## config.mk

```make
export PLATFORM = sky130hd
export DESIGN_NAME = fitness_evaluation_fsm
export DESIGN_NICKNAME = d
export VERILOG_FILES = /design/src/rtl/fitness_pkg.sv /design/src/rtl/error_accumulator.sv /design/src/rtl/fitness_evaluation_fsm.sv
export SDC_FILE = /design/constraint.sdc
export NUM_CORES = 1
export LEC_CHECK = 0
export ABC_AREA = 1
export CAP_MARGIN = 10
export CORE_AREA = 2 2 296 298
export DETAILED_ROUTE_END_ITERATION = 10
export DIE_AREA = 0 0 298 300
export PLACE_DENSITY = 0.51
export SLEW_MARGIN = 20
export SYNTH_ARGS = -nofsm -noshare
export SYNTH_HDL_FRONTEND = slang
export SYNTH_HIERARCHICAL = 1
export SYNTH_SLANG_ARGS = --single-unit
export TNS_END_PERCENT = 100
```

## constraint.sdc

```tcl
create_clock -name iClock -period 9.02 [get_ports iClock]
set_input_delay 2.706 -clock iClock [delete_from_list [all_inputs] [get_ports iClock]]
set_output_delay 2.706 -clock iClock [all_outputs]
set_load 0.03 [all_outputs]
```

## src/rtl/fitness_pkg.sv

```systemverilog
// Shared state codes and default parameter values for the fitness evaluation block.
package fitness_pkg;

    typedef enum logic [2:0] {
        ST_IDLE       = 3'd0,
        ST_PROCESSING = 3'd1,
        ST_DONE       = 3'd2,
        ST_STALLED    = 3'd3,
        ST_INPUT_WAIT = 3'd4,
        ST_ZEROING    = 3'd5
    } fsm_state_e;

    localparam int DEF_N_VECTORS     = 16;
    localparam int DEF_IN_W          = 8;
    localparam int DEF_OUT_W         = 8;
    localparam int DEF_SUM_W         = 32;
    localparam int DEF_IGNORE_CYCLES = 5;
    localparam int DWELL_W           = 16;

endpackage

```

## src/rtl/error_accumulator.sv

```systemverilog
// Masked per-bit compare of the phenotype output against the golden vector,
// with saturating per-bit error sums, a saturating total and an abort-threshold test.
module error_accumulator
    import fitness_pkg::*;
#(
    parameter int OUT_W = DEF_OUT_W,
    parameter int SUM_W = DEF_SUM_W
) (
    input  logic                   clk,
    input  logic                   rst_n,
    input  logic                   clear,
    input  logic                   enable,
    input  logic [OUT_W-1:0]       chrom_output,
    input  logic [OUT_W-1:0]       expected,
    input  logic [OUT_W-1:0]       valid_mask,
    input  logic [SUM_W-1:0]       threshold,
    output logic [OUT_W*SUM_W-1:0] error_sums,
    output logic [SUM_W-1:0]       total_error,
    output logic                   over_threshold
);

    function automatic logic [SUM_W-1:0] sat_add(input logic [SUM_W-1:0] a,
                                                 input logic [SUM_W-1:0] b);
        logic [SUM_W:0] s;
        s = {1'b0, a} + {1'b0, b};
        return s[SUM_W] ? {SUM_W{1'b1}} : s[SUM_W-1:0];
    endfunction

    function automatic logic [SUM_W-1:0] popcount(input logic [OUT_W-1:0] v);
        logic [SUM_W-1:0] n;
        n = '0;
        for (int i = 0; i < OUT_W; i++) begin
            n = n + {{(SUM_W-1){1'b0}}, v[i]};
        end
        return n;
    endfunction

    logic [OUT_W-1:0] err_bits;
    logic [SUM_W-1:0] sum_q [OUT_W];
    logic [SUM_W-1:0] sum_d [OUT_W];
    logic [SUM_W-1:0] total_q;
    logic [SUM_W-1:0] total_d;
    logic [SUM_W-1:0] total_upd;

    assign err_bits       = (chrom_output ^ expected) & valid_mask;
    assign total_upd      = sat_add(total_q, popcount(err_bits));
    // The abort decision looks at the total as it will be after this cycle's errors.
    assign over_threshold = (threshold != '0) && (total_upd > threshold);

    always_comb begin
        total_d = total_q;
        for (int b = 0; b < OUT_W; b++) begin
            sum_d[b] = sum_q[b];
            if (clear) begin
                sum_d[b] = '0;
            end else if (enable && err_bits[b]) begin
                sum_d[b] = sat_add(sum_q[b], SUM_W'(1));
            end
        end
        if (clear) begin
            total_d = '0;
        end else if (enable) begin
            total_d = total_upd;
        end
    end

    always_ff @(posedge clk) begin
        if (!rst_n) begin
            total_q <= '0;
            for (int b = 0; b < OUT_W; b++) begin
                sum_q[b] <= '0;
            end
        end else begin
            total_q <= total_d;
            for (int b = 0; b < OUT_W; b++) begin
                sum_q[b] <= sum_d[b];
            end
        end
    end

    for (genvar g = 0; g < OUT_W; g++) begin : g_pack
        assign error_sums[g*SUM_W +: SUM_W] = sum_q[g];
    end

    assign total_error = total_q;

endmodule

```

## src/rtl/fitness_evaluation_fsm.sv

```systemverilog
// Sequences test vectors into an evolved phenotype, scores its outputs against golden
// vectors after a settle window, and reports per-bit and total error counts.
module fitness_evaluation_fsm
    import fitness_pkg::*;
#(
    parameter int N_VECTORS     = DEF_N_VECTORS,
    parameter int IN_W          = DEF_IN_W,
    parameter int OUT_W         = DEF_OUT_W,
    parameter int SUM_W         = DEF_SUM_W,
    parameter int IGNORE_CYCLES = DEF_IGNORE_CYCLES,
    localparam int IDX_W        = (N_VECTORS > 1) ? $clog2(N_VECTORS) : 1
) (
    input  logic                       iClock,
    input  logic                       iReset_n,
    input  logic                       iStart,
    input  logic                       iDoneAck,
    input  logic                       iStall,
    input  logic [DWELL_W-1:0]         iDwellCycles,
    input  logic [SUM_W-1:0]           iAbortThreshold,
    input  logic [N_VECTORS*IN_W-1:0]  iInputSequence,
    input  logic [N_VECTORS*OUT_W-1:0] iExpectedOutput,
    input  logic [N_VECTORS*OUT_W-1:0] iValidMask,
    input  logic [OUT_W-1:0]           iChromOutput,
    output logic [IN_W-1:0]            oChromInput,
    output logic                       oZeroCircuit,
    output logic                       oReady,
    output logic                       oDone,
    output logic                       oAborted,
    output logic [OUT_W*SUM_W-1:0]     oErrorSums,
    output logic [SUM_W-1:0]           oTotalError,
    output logic [IDX_W-1:0]           oVectorIndex,
    output logic [2:0]                 oState
);

    localparam logic [IDX_W-1:0]   LAST_IDX   = IDX_W'(N_VECTORS - 1);
    localparam logic [DWELL_W-1:0] IGNORE_CNT = DWELL_W'(IGNORE_CYCLES);
    localparam logic [DWELL_W-1:0] MIN_DWELL  = DWELL_W'(IGNORE_CYCLES + 1);

    fsm_state_e         state_q, state_d;
    fsm_state_e         end_state;
    logic [IDX_W-1:0]   index_q, index_d;
    logic [DWELL_W-1:0] count_q, count_d;
    logic [DWELL_W-1:0] dwell_q, dwell_d;
    logic               aborted_q, aborted_d;
    logic [IN_W-1:0]    chrom_in_q, chrom_in_d;
    logic               ready_q, ready_d;
    logic               done_q, done_d;
    logic               zero_q, zero_d;
    logic               acc_clear, acc_enable, acc_over;
    logic [OUT_W-1:0]   cur_expected, cur_valid;

    assign cur_expected = iExpectedOutput[int'(index_q)*OUT_W +: OUT_W];
    assign cur_valid    = iValidMask[int'(index_q)*OUT_W +: OUT_W];
    assign end_state    = iStall ? ST_STALLED : ST_DONE;

    always_comb begin
        state_d    = state_q;
        index_d    = index_q;
        count_d    = count_q;
        dwell_d    = dwell_q;
        aborted_d  = aborted_q;
        acc_clear  = 1'b0;
        acc_enable = 1'b0;
        chrom_in_d = iInputSequence[int'(index_q)*IN_W +: IN_W];
        unique case (state_q)
            ST_IDLE: begin
                if (iStart) begin
                    acc_clear = 1'b1;
                    aborted_d = 1'b0;
                    index_d   = '0;
                    count_d   = '0;
                    // A dwell shorter than the settle window would never score anything.
                    dwell_d   = (iDwellCycles > IGNORE_CNT) ? iDwellCycles : MIN_DWELL;
                    state_d   = ST_ZEROING;
                end
            end
            ST_ZEROING: begin
                state_d = ST_INPUT_WAIT;
            end
            ST_INPUT_WAIT: begin
                count_d = '0;
                state_d = ST_PROCESSING;
            end
            ST_PROCESSING: begin
                acc_enable = (count_q >= IGNORE_CNT);
                count_d    = count_q + DWELL_W'(1);
                if (acc_enable && acc_over) begin
                    aborted_d = 1'b1;
                    state_d   = end_state;
                end else if (count_q == dwell_q - DWELL_W'(1)) begin
                    if (index_q != LAST_IDX) begin
                        index_d = index_q + IDX_W'(1);
                        state_d = ST_INPUT_WAIT;
                    end else begin
                        state_d = end_state;
                    end
                end
            end
            ST_STALLED: begin
                if (!iStall) begin
                    state_d = ST_DONE;
                end
            end
            ST_DONE: begin
                if (iDoneAck) begin
                    state_d = ST_IDLE;
                end
            end
            default: begin
                state_d = ST_IDLE;
            end
        endcase
        ready_d = (state_d == ST_IDLE);
        done_d  = (state_d == ST_DONE);
        zero_d  = (state_d == ST_ZEROING);
    end

    always_ff @(posedge iClock) begin
        if (!iReset_n) begin
            state_q    <= ST_IDLE;
            index_q    <= '0;
            count_q    <= '0;
            dwell_q    <= MIN_DWELL;
            aborted_q  <= 1'b0;
            chrom_in_q <= '0;
            ready_q    <= 1'b1;
            done_q     <= 1'b0;
            zero_q     <= 1'b0;
        end else begin
            state_q    <= state_d;
            index_q    <= index_d;
            count_q    <= count_d;
            dwell_q    <= dwell_d;
            aborted_q  <= aborted_d;
            chrom_in_q <= chrom_in_d;
            ready_q    <= ready_d;
            done_q     <= done_d;
            zero_q     <= zero_d;
        end
    end

    error_accumulator #(
        .OUT_W(OUT_W),
        .SUM_W(SUM_W)
    ) u_error_accumulator (
        .clk           (iClock),
        .rst_n         (iReset_n),
        .clear         (acc_clear),
        .enable        (acc_enable),
        .chrom_output  (iChromOutput),
        .expected      (cur_expected),
        .valid_mask    (cur_valid),
        .threshold     (iAbortThreshold),
        .error_sums    (oErrorSums),
        .total_error   (oTotalError),
        .over_threshold(acc_over)
    );

    assign oChromInput  = chrom_in_q;
    assign oZeroCircuit = zero_q;
    assign oReady       = ready_q;
    assign oDone        = done_q;
    assign oAborted     = aborted_q;
    assign oVectorIndex = index_q;
    assign oState       = state_q;

endmodule

```

# Word level (Yosys, flattened, before mapping)
# Memories as Yosys holds them, arrays and structs flattened.
# Cells that the tools add are included.
# word_totals
mem_bits_rw	256
word_cells	138
register_bits	83
inputBits	445
memories	1
out_inout_bits	307
# classes
n_eq_ne	14
shifts	3
add_sub_neg	19
n_mux	57
order_cmp	3
bitwise	11
n_reduce_logical	20
# mem_list
memory	depth	width	read_ports	rd_ports_with_merged_regs	wr	line_no	source
u_error_accumulator.sum_q	8	32	8	0	8	error_accumulator.sv:39	logic [SUM_W-1:0] sum_q [OUT_W];
# ops
cell	count
two-way mux 32 bit	33
indexed part select 128 x 8 -> 8 bit	3
adder 32 x 1 -> 33 bit, second input constant	8
adder 32 x 1 -> 32 bit	6
case mux 16 bit (3 select lines)	1
adder 32 x 32 -> 33 bit	1
> comparator 32 bit	1
two-way mux 16 bit	2
nonzero test 32 bit	1
two-way mux 3 bit	6
case mux 3 bit (6 select lines)	1
adder 16 x 1 -> 16 bit, second input constant	1
equality test 16 bit	1
greater-or-equal comparator 16 x 3 -> 1 bit, second input constant	1
> comparator 16 x 3 -> 1 bit, second input constant	1
two-way mux 4 bit	4
subtractor 16 x 1 -> 16 bit, second input constant	1
logical AND 1 bit	10
inequality test 2 bit, second input constant	5
equality test 3 x 2 -> 1 bit, second input constant	3
equality test 3 bit, second input constant	3
bitwise AND 8 bit	1
two-way mux 1 bit	8
bitwise OR 1 bit	8
other kinds (15)	17

# Logic depth before layout (Yosys ltp)
# Gate-level depths: netlist (run 1).
# logic_depth
depth_word	18
depth_mapped	46
mapped_depth_nobuf	43

# Cells and area by module
# The synthesis (run 1) kept the hierarchy.
# modules_own_cells
module	cells_per_inst	area_each_um2	n_inst
error_accumulator	3330	20269.4	1
fitness_evaluation_fsm	1047	5923.2	1

# Worst setup path after synthesis (run 1)
# Ideal clock, no wire load.
# synth_path
path_kind	input -> register
from	in iExpectedOutput[43]
to	reg index_q[1], in the netlist oVectorIndex[1]
n_path_buf	1
arrival_time_ns	7.883
slack_ns	1.006
required_time_ns	8.889
cell_stages	39
cell_sequence	o21ai_0 -> o221ai_1 -> nand3_1 -> nand3_1 -> nand2_1 -> nand2_1 -> nor2_1 -> inv_1 -> fa_1 -> inv_1 -> ha_1 -> inv_1 -> fa_1 -> inv_1 -> fa_1 -> fa_1 -> nand3_1 -> nand2_1 -> [3 not listed] -> buf_6 -> nand3_2 -> ha_1 -> nand2_1 -> nor2_1 -> nand4_1 -> nor2_1 -> nand4_1 -> nand2_1 -> a21oi_1 -> nand2_1 -> nand2_1 -> nor2_1 -> nand3_2 -> nand2_4 -> inv_2 -> a21oi_1 -> a211oi_2
# synth_between
elab_chain_cells	15
# synth_rtl
element	line_no	source
from (decl)	fitness_evaluation_fsm.sv:21	input logic [N_VECTORS*OUT_W-1:0] iExpectedOutput,
indexed part select 128 x 8 -> 8 bit	fitness_evaluation_fsm.sv:52	assign cur_expected = iExpectedOutput[int'(index_q)*OUT_W +: OUT_W];
net cur_expected[3]	fitness_evaluation_fsm.sv:50	logic [OUT_W-1:0] cur_expected, cur_valid;
XOR 8 bit	error_accumulator.sv:45	assign err_bits = (chrom_output ^ expected) & valid_mask;
bitwise AND 8 bit	error_accumulator.sv:45	
adder 32 x 1 -> 32 bit (5 in a row)	error_accumulator.sv:33	n = n + {{(SUM_W-1){1'b0}}, v[i]};
adder 32 x 32 -> 33 bit	error_accumulator.sv:25	s = {1'b0, a} + {1'b0, b};
two-way mux 32 bit	error_accumulator.sv:26	return s[SUM_W] ? {SUM_W{1'b1}} : s[SUM_W-1:0];
net u_error_accumulator.total_upd[31]	error_accumulator.sv:43	logic [SUM_W-1:0] total_upd;
> comparator 32 bit	error_accumulator.sv:48	assign over_threshold = (threshold != '0) && (total_upd > threshold);
logical AND 1 bit	error_accumulator.sv:48	
net acc_over	fitness_evaluation_fsm.sv:49	logic acc_clear, acc_enable, acc_over;
logical AND 1 bit	fitness_evaluation_fsm.sv:87	if (acc_enable && acc_over) begin
inequality test 2 bit (no source line)	-	
AND reduction 5 bit (no source line)	-	
to (signal assigned)	fitness_evaluation_fsm.sv:131	index_q <= index_d;
to (decl)	fitness_evaluation_fsm.sv:41	logic [IDX_W-1:0] index_q, index_d;
# The timed path passes the listed nets, and every way through them passes these cells.
# A chain may end at the register's enable or synchronous reset.

# Final worst setup path (run 1)
# layout_path
from	in iValidMask[114]
to	reg index_q[2], in the netlist oVectorIndex[2]
# layout_between
elab_chain_cells	15
# layout_rtl
element	line_no	source
from (decl)	fitness_evaluation_fsm.sv:22	input logic [N_VECTORS*OUT_W-1:0] iValidMask,
indexed part select 128 x 8 -> 8 bit	fitness_evaluation_fsm.sv:53	assign cur_valid = iValidMask[int'(index_q)*OUT_W +: OUT_W];
net cur_valid[2]	fitness_evaluation_fsm.sv:50	
bitwise AND 8 bit	error_accumulator.sv:45	
adder 32 x 1 -> 32 bit (6 in a row)	error_accumulator.sv:33	
adder 32 x 32 -> 33 bit	error_accumulator.sv:25	
two-way mux 32 bit	error_accumulator.sv:26	
net u_error_accumulator.total_upd[9]	error_accumulator.sv:43	
> comparator 32 bit	error_accumulator.sv:48	
logical AND 1 bit	error_accumulator.sv:48	
net acc_over	fitness_evaluation_fsm.sv:49	
logical AND 1 bit	fitness_evaluation_fsm.sv:87	
inequality test 2 bit (no source line)	-	
AND reduction 5 bit (no source line)	-	
# The timed path passes the listed nets, and every way through them passes these cells.

==> summary.txt, run 1 <==
Logic synthesis
  – Mapped Area: 26190 sq um
  – Yosys warns: 6
  – Synth Area in Compound Gates: 15.06%
  – Number of enable flip-flop cells after synthesis: 0
  – Synthesized area per cell: 5.984 sq um
  – Adder-cell share of the synthesized area: 2.866%
  – Syn Inst Count: 4377
  – Multiplexer area fraction after synthesis: 0%
  – Simple-Gate Fraction of Synth Area: 44.29%
  – Asr flop ratio synth: 0%
  – Post-Synth XOR/XNOR Area: 3.845%
  – Primary FF master, synth: dfxtp_1
  – Distinct cell type count after synthesis: 54
  – Flops & latches, synth: 339
  – Net Count, Synth: 4879
  – Seq/Total Area, Yosys: 25.91%
  – Main combinational cell family by area after synthesis: simple AND/OR/NAND/NOR gates

Clocking
  – Clock transition at the registers of the reported paths: 0.07 ns
  – Total CTS buffers: 45
  – H-tree depth: 2
  – CTS tree: built
  – Clock Latency Late Sink: 0.59 ns
  – Hold-fix buffers at CTS: 0
  – Sink Count: 339
  – Maximum clock path buffer count: 3
  – Root Driver: clkbuf_16

Detailed routing
  – Routed len/inst: 20.03 um
  – Final WL: 126.7 mm
  – DR vias: 31590
  – Antenna Nets Post-Route: 0
  – Vias/cell: 4.993
  – DR pass1 iterations: 6
  – Initial DRC Count: 2643
  – DRC: 0

Place
  – Gpl congestion: 0.9771
  – Buffers added on ports: 751
  – Placed Area: 35370 sq um
  – DP Wirelength: 100.4 mm

Timing
  – Hold slack: 0.4555 ns
  – Final setup viols: 0
  – Peak Freq: 115.1 MHz
  – Slew Limit Fails: 0
  – Min Tclk post-route: 8.690 ns
  – RSZ-0062 raised after global routing: false
  – Fin crit share: 96.34%
  – Clk_skew: 0.02514 ns
  – Rel. slew slack: 34.76%
  – Worst slew pin tran: 0.9786 ns
  – Final Hold Vio Count: 0

Critical path
  – CP Class: in2reg
  – CP max-delay cell: o21ai_0
  – Slowest stage delay, CP: 0.78 ns
  – Crit end category: flip-flop
  – Worst EP required: 9.48 ns
  – Most used cell, CP: nand2_1
  – Crit-path max FO: 8
  – Worst r2r dst: oVectorIndex[2]
  – R2R Setup Slk: 1.67 ns
  – Reg-to-Reg Start: oVectorIndex[0]
  – Worst reg2reg path depth: 42
  – Worst Path Arrival: 9.15 ns
  – Worst setup SP type: input port

Min path
  – WHS Endpoint: oAborted
  – WHS Path Cells: 2
  – Worst min-delay path category: reg2reg
  – Hold Path Origin: oAborted

Finish
  – Layout cell share with drive strength beyond 1: 8.285%
  – Most frequent cells in the layout: nand2_1, clkdlybuf4s50_1, nor2_1
  – Final #Nets: 5631
  – Final instance area: 37050 sq um
  – Most common cell after layout, fill and taps aside: nand2_1
  – Layout area overhead: 41.46%

Floorplanning
  – Die Width: 298 um
  – Initial core utilization: 30.38%
  – Full die area: 89400 sq um
  – Core area: 86210 sq um
  – Die height: 300 um
  – Top-level I/O count: 752
  – Core Rows: 108

Pwr
  – Reg power frac: 36.2%
  – Net Sw Power: 1236 uW
  – Clk pwr share: 44.1%
  – Combinational Power Share: 19.7%
  – Leakage: 0.01377 uW
  – Pint: 2980 uW
  – Pwr dens: 113.8 nW/um^2
  – Switching Fraction: 29.32%
  – Maximum vdd drop: 0.1341 mV

GRT
  – Largest net degree at the start of global routing: 149
  – First-pass GRT wire length: 188.6 mm
  – Vias in the first global route: 29740
  – Gr usage total: 27.23%
  – Global route overflow: 0
  – Initial antenna violation count: 9

Job
  – Max-cap violations: 0

Run status
  – Run status: finished clean
## cells in the mapped netlist (9+ instances only)
library cell	n	share of area (%)
nand2_2	24	0.57
o22ai_1	55	1.3
a21oi_1	234	4.5
nand3_1	280	5.4
xor2_1	65	2.2
nor3_1	31	0.59
o21bai_1	9	0.26
nor2_4	18	0.77
inv_1	354	5.1
inv_2	10	0.14
buf_1	14	0.20
a21oi_2	35	1.2
ha_1	52	2.5
nand3_2	28	1.1
o211ai_1	9	0.26
nor2_1	741	11
dfxtp_1	339	26
o21ai_0	253	4.8
nor4_1	12	0.29
o21ai_1	27	0.52
nand4_1	52	1.2
nand3b_1	80	2.3
nand2_1	1283	18
xnor2_1	50	1.7
o221ai_1	42	1.4
buf_2	26	0.50
or2_2	10	0.24
clkbuf_1	108	1.5
buf_6	11	0.47
nor2_2	47	1.1
a31oi_1	19	0.45
## worst max-delay path, delay by kind of cell
| kind | cells | cell delay, ns |
|---|---|---|
| fa+ha+maj | 5 | 1.82 |
| simple gates | 21 | 1.91 |
| compound gates | 5 | 1.47 |
| buf+inv | 8 | 1.21 |
## power groups by stage
| stage | Combinational (uW) | Sequential, uW | Clock [uW] |
|---|---|---|---|
| 2_1_floorplan | 361 | 1570 | 0 |
| 3_3_place_gp | 807 | 1560 | 0 |
| 3_5_place_dp | 809 | 1560 | 0 |
| 4_1_cts | 812 | 1520 | 1920 |
| 5_1_grt | 904 | 1530 | 1970 |
| 6_report | 831 | 1530 | 1860 |
## through the flow
step | TNS [ns] | cells | utilization [%] | worst slack (ns) | power, uW
floorplan | 0 | 4377 | - | 1.006 | 1928
global placement | -2.085 | 6236 | 41.02 | -0.3166 | 2365
detailed placement | -3.130 | 6236 | 41.02 | -0.4621 | 2367
CTS | 0 | 6320 | 42.81 | 0.1677 | 4258
global route | 0 | 6324 | 42.97 | 0.01632 | 4403
finish | 0 | 6326 | 42.98 | 0.3299 | 4217
## worst max path at each step
| stage | start | to | slack [ns] | depth (start not counted) |
|---|---|---|---|---|
| 2_1_floorplan | iExpectedOutput[43] | oVectorIndex[1] | 1.01 | 39 |
| 3_3_place_gp | iExpectedOutput[49] | oVectorIndex[1] | -0.32 | 40 |
| 3_5_place_dp | iExpectedOutput[81] | oVectorIndex[1] | -0.46 | 40 |
| 4_1_cts | iExpectedOutput[81] | oVectorIndex[1] | 0.17 | 40 |
| 5_1_grt | iValidMask[48] | oVectorIndex[2] | 0.02 | 39 |
| 6_report | iValidMask[114] | oVectorIndex[2] | 0.33 | 39 |
## flip-flops by register name, indices dropped and copies added (netlist names)
signal                           cells
dwell_q                             16
oState                               3
oZeroCircuit                         1
oDone                                1
u_error_accumulator/sum_q          256
oReady                               1
u_error_accumulator/total_error     32
oChromInput                          8
count_q                             16
oAborted                             1
oVectorIndex                         4
## cells by family (layout without fill, tap and decap cells)
group                      count (synthesis)  count (layout)
and+or+nand+nor                         2643            2643
buffers and inverters                    528            1317
adders and majority gates                 57              57
DFF                                      339             339
other                                      0               5
AOI/OAI and AO/OA                        695             695
xor gates and xnor gates                 115             115
## final cells by class
class | instances | area, sq um
well taps | 1155 | 1445
fillers | 9388 | 49160
clock buffers | 64 | 1329
clock inverters | 20 | 214.0
flip-flops and latches | 339 | 6795
diodes | 5 | 12.51
multi-input cells | 3510 | 17430
inverters | 367 | 1390
repair buffers | 866 | 8438
## routing by layer
| layer | track usage (%) | wire length, um | vias up |
|---|---|---|---|
| met4 | 4.499 | 1796 | 4 |
| met1 | 38.80 | 59520 | 14620 |
| met3 | 5.203 | 9700 | 107 |
| met2 | 43.05 | 55650 | 1052 |
| li1 | - | - | 15800 |
| met5 | 0 | 25 | - |
## repair_timing
item / CTS / global route
setup buffers: 0 / 1
setup endpoints to repair: 0 / 10
resized for setup: 0 / 37
Note: power is estimated with default switching activity, not from simulation.
==> run 2: changes to the inputs <==
- CAP_MARGIN: 10 -> unset
- CORE_AREA: 2 2 296 298 -> 2 2 291 293
- DIE_AREA: 0 0 298 300 -> 0 0 293 295
- PLACE_DENSITY: 0.51 -> 0.52
- SYNTH_HIERARCHICAL: 1 -> unset
==> summary.txt, run 2 <==
Run status
  – Run status: finished clean

Finish
  – Final instance area: 36180 sq um (-2.3%)
  – Most frequent cells in the layout: nand2_1, clkdlybuf4s50_1, nor2_1
  – Max FFs per register: 256 (unchanged)
  – Fin util: 43.51% (+0.54 points)
  – Layout area overhead: 43.03%
  – Most common cell after layout, fill and taps aside: nand2_1
  – Top reg by flops: u_error_accumulator.sum_q
  – Layout cell share with drive strength beyond 1: 8.008% (-0.28 points)
  – Final #Nets: 5313 (-5.6%)

Critical path
  – Reg-to-Reg Start: oVectorIndex[1]
  – Crit-path max FO: 5 (-3)
  – R2R Setup Slk: 1.42 ns (-0.25 ns)
  – CP delay by family, top: adder cells
  – Critical path buffers and inverters: 8 (unchanged)
  – Slowest stage delay, CP: 0.56 ns (-0.22 ns)
  – CP Class: in2reg
  – Critical path launch point: iValidMask[48]
  – Crit end category: flip-flop
  – Worst setup SP type: input port
  – Worst EP required: 9.51 ns (+0.03 ns)
  – Worst Path Arrival: 9.35 ns (+0.20 ns)
  – CP max-delay cell: fa_1

Logic synthesis
  – Asr flop ratio synth: 0% (unchanged)
  – Mapped Area: 25300 sq um (-3.4%)
  – Post-synth top area cell: dfxtp_1
  – Synthesized area per cell: 6.179 sq um (+3.3%)
  – Syn Inst Count: 4094 (-6.5%)
  – Net Count, Synth: 4596 (-5.8%)
  – Area contributors post-synth: dfxtp_1, nand2_1, nor2_1
  – Primary FF master, synth: dfxtp_1
  – Number of enable flip-flop cells after synthesis: 0 (unchanged)
  – Yosys warns: 0 (-6)
  – Seq/Total Area, Yosys: 26.83% (+0.92 points)
  – Commonest cells post-synth: nand2_1, nor2_1, a21oi_1, dfxtp_1, inv_1
  – Synth top area share: 26.83% (+0.92 points)
  – Flops & latches, synth: 339 (unchanged)
  – Distinct cell type count after synthesis: 56 (+3.7%)
  – Cell with the most instances after synthesis: nand2_1

GRT
  – Initial antenna violation count: 17 (+8)
  – Vias in the first global route: 28770 (-3.3%)
  – First-pass GRT wire length: 176.3 mm (-6.5%)
  – Largest net degree at the start of global routing: 160 (+7.4%)
  – Global route overflow: 0 (unchanged)
  – Gr usage total: 26.15% (-1.1 points)

Timing
  – Clk_skew: 0.02587 ns (+0.0007266 ns)
  – Final setup viols: 0 (unchanged)
  – Fin crit share: 98.23% (+1.9 points)
  – Peak Freq: 112.9 MHz (-1.9%)
  – RSZ-0062 raised after global routing: true
  – Rel. slew slack: 37.62% (+2.9 points)
  – Min Tclk post-route: 8.860 ns (+0.1698 ns)
  – Final Hold Vio Count: 0 (unchanged)
  – Slew Limit Fails: 0 (unchanged)
  – Worst slew pin tran: 0.9324 ns (-0.04612 ns)
  – Hold slack: 0.4874 ns (+0.03188 ns)

Clocking
  – Sink Count: 339 (unchanged)
  – Maximum clock path buffer count: 3 (unchanged)
  – Hold-fix buffers at CTS: 0 (unchanged)
  – Clock transition at the registers of the reported paths: 0.06 ns (about the same)
  – Root Driver: clkbuf_16
  – Total CTS buffers: 45 (unchanged)
  – Clock Latency Late Sink: 0.60 ns (about the same)
  – CTS tree: built
  – H-tree depth: 2 (unchanged)

Pwr
  – Maximum vdd drop: 0.1265 mV (-5.6%)
  – Leakage: 0.01346 uW (-2.3%)
  – Pwr dens: 111.2 nW/um^2 (-2.3%)

Floorplanning
  – Core area: 83160 sq um (-3.5%)
  – Die Width: 293 um (-1.7%)
  – Top-level I/O count: 752 (unchanged)
  – Core Rows: 106 (-1.9%)
  – Full die area: 86440 sq um (-3.3%)
  – Initial core utilization: 30.42% (+0.040 points)
  – Die height: 295 um (-1.7%)

Min path
  – Hold Path Origin: u_error_accumulator.sum_q[1][127]
  – Worst min-delay path category: reg2reg

Detailed routing
  – DR vias: 30130 (-4.6%)
  – Final WL: 117.8 mm (-7.0%)
  – DRC: 0 (unchanged)
  – Routed len/inst: 19.86 um (-0.86%)
  – Vias/cell: 5.078 (+1.7%)
  – Initial DRC Count: 2561 (-3.1%)
  – DR pass1 iterations: 7 (+1)
  – Antenna Nets Post-Route: 0 (unchanged)

Place
  – DP Wirelength: 90.99 mm (-9.4%)
  – Buffers added on ports: 751 (unchanged)
  – Placed Area: 34020 sq um (-3.8%)
  – Gpl congestion: 0.9611 (-1.6%)

Job
  – Max-cap violations: 0 (unchanged)
==> run 2: changes by cell type after synthesis, moves of 58 or more <==
cell / before / now
nor2_1: 741 / 480
o21ai_1: 27 / 85
xor2_1: 65 / 169
nand2_1: 1283 / 1073
inv_1: 354 / 294
nand3b_1: 80 / 6
nand3_1: 280 / 196
nor3_1: 31 / 145
a21oi_1: 234 / 343
==> run 2: cells by family after synthesis <==
family	count (synthesis)	synth area share (%)
xor gates and xnor gates	213	7.458
and+or+nand+nor	2116	35.58
adders and majority gates	57	2.968
muxes	1	0.03957
AOI/OAI and AO/OA	859	18.45
DFF	339	26.83
buffers and inverters	509	8.680
==> run 2: area by class of cell <==
type | count | area [sq um]
timing repair buffer | 862 | 8448
sequential | 339 | 6795
inverter | 317 | 1197
clock inverter | 18 | 160.2
antenna | 8 | 20.02
fill | 8861 | 46970
tap | 1080 | 1351
clock buffer | 63 | 1304
multi-input combinational | 3246 | 16910
==> run 2: per-stage QoR <==
| step | total power, uW | setup TNS (ns) | instances | setup WS [ns] |
|---|---|---|---|---|
| floorplan | 1878 | 0 | 4094 | 0.009676 |
| global placement | 2222 | -9.019 | 5828 | -0.9855 |
| detailed placement | 2222 | -9.156 | 5828 | -0.9922 |
| CTS | 4063 | 0 | 5917 | 0.02572 |
| global route | 4213 | -0.3520 | 5932 | -0.07419 |
| finish | 4024 | 0 | 5933 | 0.1601 |
==> run 2: power breakdown <==
group / leakage (uW) / internal, uW / switching, uW
Clock: 0.000727 / 1060 / 732
Combinational: 0.0100 / 341 / 363
Sequential: 0.00274 / 1510 / 13.8
Total: 0.0135 / 2920 / 1110
==> run 2: metal layers <==
metal	vias up	routed length, um	global-route usage [%]
li1	15110	-	-
met1	13920	54140	35.73
met2	919	51520	41.03
met3	157	9357	6.668
met4	16	2690	6.379
met5	-	96	0
==> run 2: what timing repair did <==
item | in CTS | in global routing
setup buffers | 8 | 8
hold endpoints to repair | 0 | 0
gates resized for setup | 44 | 113
endpoints found under the setup margin | 10 | 10
pin swaps | 34 | 83
==> run 2: final timing paths <==
kind,end,cells after the start
setup reg to reg,oVectorIndex[3],37
setup / recovery,oVectorIndex[3],38
hold / removal,u_error_accumulator.sum_q[1][127],2
hold reg to reg,u_error_accumulator.sum_q[1][127],2
==> run 2: worst min-delay path, stage by stage (launching register included) <==
cell and delay, ns:
dfxtp_1 0.33, nand2_1 0.06, a21oi_1 0.05
==> run 3: changes to the inputs <==
- CELL_PAD_IN_SITES_DETAIL_PLACEMENT: unset -> 0
- CELL_PAD_IN_SITES_GLOBAL_PLACEMENT: unset -> 1
- CORE_AREA: 2 2 291 293 -> 2 2 289 291
- DIE_AREA: 0 0 293 295 -> 0 0 291 293
- PLACE_DENSITY: 0.52 -> 0.74
==> summary.txt, run 3 (synthesis results as in run 2) <==
Run status
  – Run status: finished clean

Critical path
  – Worst EP required: 9.48 ns (-0.03 ns)
  – Worst r2r dst: oVectorIndex[2]
  – Slowest stage delay, CP: 0.54 ns (-0.02 ns)
  – Crit-path max FO: 5 (unchanged)
  – CP max-delay cell: fa_1
  – R2R Setup Slk: 1.35 ns (-0.07 ns)
  – Reg-to-Reg Start: oVectorIndex[0]
  – CP Class: in2reg
  – Crit end category: flip-flop
  – Worst setup SP type: input port
  – Worst Path Arrival: 9.27 ns (-0.08 ns)
  – Worst reg2reg path depth: 42 (+14%)

Detailed routing
  – Antenna Nets Post-Route: 0 (unchanged)
  – Routed len/inst: 19.54 um (-1.6%)
  – DR pass1 iterations: 6 (-1)
  – Final WL: 115.6 mm (-1.9%)
  – DRC: 0 (unchanged)
  – Vias/cell: 5.116 (+0.75%)
  – DR vias: 30270 (+0.48%)
  – Initial DRC Count: 2011 (-21%)

Finish
  – Layout cell share with drive strength beyond 1: 8.087% (+0.079 points)
  – Most frequent cells in the layout: nand2_1, clkdlybuf4s50_1, nor2_1
  – Most common cell after layout, fill and taps aside: nand2_1
  – Max FFs per register: 256 (unchanged)
  – Final #Nets: 5304 (-0.17%)
  – Fin util: 44.35% (+0.84 points)
  – Layout area overhead: 43.49%
  – Final std cells w/o fill: 5917 (-0.27%)
  – Top reg by flops: u_error_accumulator.sum_q

Job
  – Max-cap violations: 0 (unchanged)

Clocking
  – H-tree depth: 2 (unchanged)
  – Clock transition at the registers of the reported paths: 0.06 ns (about the same)
  – Root Driver: clkbuf_16
  – Sink Count: 339 (unchanged)
  – CTS tree: built
  – Clock Latency Late Sink: 0.59 ns (about the same)
  – Total CTS buffers: 43 (-4.4%)
  – Maximum clock path buffer count: 3 (unchanged)
  – Hold-fix buffers at CTS: 0 (unchanged)

Min path
  – Hold Path Origin: u_error_accumulator.sum_q[1][127]
  – Worst min-delay path category: reg2reg
  – WHS Path Cells: 2 (unchanged)
  – WHS Endpoint: u_error_accumulator.sum_q[1][127]

Floorplanning
  – Die Width: 291 um (-0.68%)
  – Die height: 293 um (-0.68%)
  – Full die area: 85260 sq um (-1.4%)
  – Top-level I/O count: 752 (unchanged)
  – Core Rows: 105 (-0.94%)
  – Core area: 81850 sq um (-1.6%)
  – Initial core utilization: 30.91% (+0.49 points)

GRT
  – Gr usage total: 25.93% (-0.22 points)
  – Vias in the first global route: 28560 (-0.72%)
  – Initial antenna violation count: 22 (+5)
  – Global route overflow: 0 (unchanged)
  – Largest net degree at the start of global routing: 110 (-31%)
  – First-pass GRT wire length: 174.6 mm (-0.99%)

Timing
  – Min Tclk post-route: 8.806 ns (-0.05379 ns)
  – Rel. slew slack: 34.91% (-2.7 points)
  – Final Hold Vio Count: 0 (unchanged)
  – Fin crit share: 97.63% (-0.60 points)
  – Total negative setup slack: 0 ns (unchanged)
  – Worst slew pin tran: 0.9763 ns (+0.04384 ns)
  – Peak Freq: 113.6 MHz (+0.61%)
  – RSZ-0062 raised after global routing: true
  – Final setup viols: 0 (unchanged)
  – Slew Limit Fails: 0 (unchanged)
  – Clk_skew: 0.02222 ns (-0.003650 ns)

Pwr
  – Maximum vdd drop: 0.1155 mV (-8.7%)
  – Pwr dens: 112.5 nW/um^2 (+1.1%)
  – Leakage: 0.01382 uW (+2.7%)

Place
  – DP Wirelength: 88.92 mm (-2.3%)
  – Placed cells: 5821 (-0.12%)
  – Gpl congestion: 0.9703 (+0.96%)
  – Buffers added on ports: 751 (unchanged)
==> run 3: area by class of cell <==
class,count,area [sq um]
antenna,12,30.03
fill,8771,45550
clock buffer,59,1257
clock inverter,19,245.2
inverter,317,1197
multi-input combinational,3246,16920
sequential,339,6795
tap,1070,1339
timing repair buffer,855,8521
==> run 3: routing by layer <==
| layer | GRT usage, % | routed length, um | share of wire [%] | up-vias |
|---|---|---|---|---|
| met1 | 35.27 | 52300 | 45 | 14070 |
| met3 | 7.224 | 9899 | 8.6 | 153 |
| met4 | 6.723 | 2744 | 2.4 | 18 |
| met2 | 40.21 | 50540 | 44 | 934 |
| li1 | - | - | - | 15100 |
| met5 | 0 | 112 | 0.097 | - |
==> run 3: repair_timing <==
action                     4_1_cts  5_1_grt
setup endpoints to repair       10       10
gates cloned                     1        0
pin swaps                       20       98
resized for setup               33      171
buffers inserted                 5        2
==> run 3: critical path: cells and delay by family <==
| kind | cells | cell delay [ns] |
|---|---|---|
| xor gates and xnor gates | 1 | 0.14 |
| AOI/OAI and AO/OA | 6 | 0.95 |
| adders and majority gates | 7 | 2.52 |
| and+or+nand+nor | 21 | 2.20 |
| buffers and inverters | 7 | 0.73 |
==> run 3: how the worst max path moves through the flow <==
stage,from,slack (ns),endpoint
floorplan,iExpectedOutput[32],0.01,oVectorIndex[2]
global placement,iExpectedOutput[32],-0.82,oReady
detailed placement,iExpectedOutput[32],-0.84,oReady
CTS,iExpectedOutput[32],0.002,oReady
global route,iExpectedOutput[32],-0.12,oVectorIndex[0]
finish,iValidMask[88],0.21,oVectorIndex[2]
==> run 3: stage by stage <==
step / power (uW) / area [sq um] / hold WS, ns / worst slack (ns)
finish: 4083 / 36300 / 0.4827 / 0.2139
global route: 4263 / 36290 / 0.4900 / -0.1177
CTS: 4116 / 35710 / 0.4831 / 0.001564
detailed placement: 2217 / 34030 / 0.4650 / -0.8399
global placement: 2213 / 34030 / 0.4630 / -0.8186
floorplan: 1878 / 25360 / 0.4476 / 0.009676
==> run 3: report_power, final <==
| part | switching (uW) | internal, uW | total (uW) |
|---|---|---|---|
| Sequential | 16.1 | 1510 | 1530 |
| Combinational | 360 | 334 | 694 |
| Clock | 744 | 1120 | 1860 |
| Total | 1120 | 2960 | 4080 |
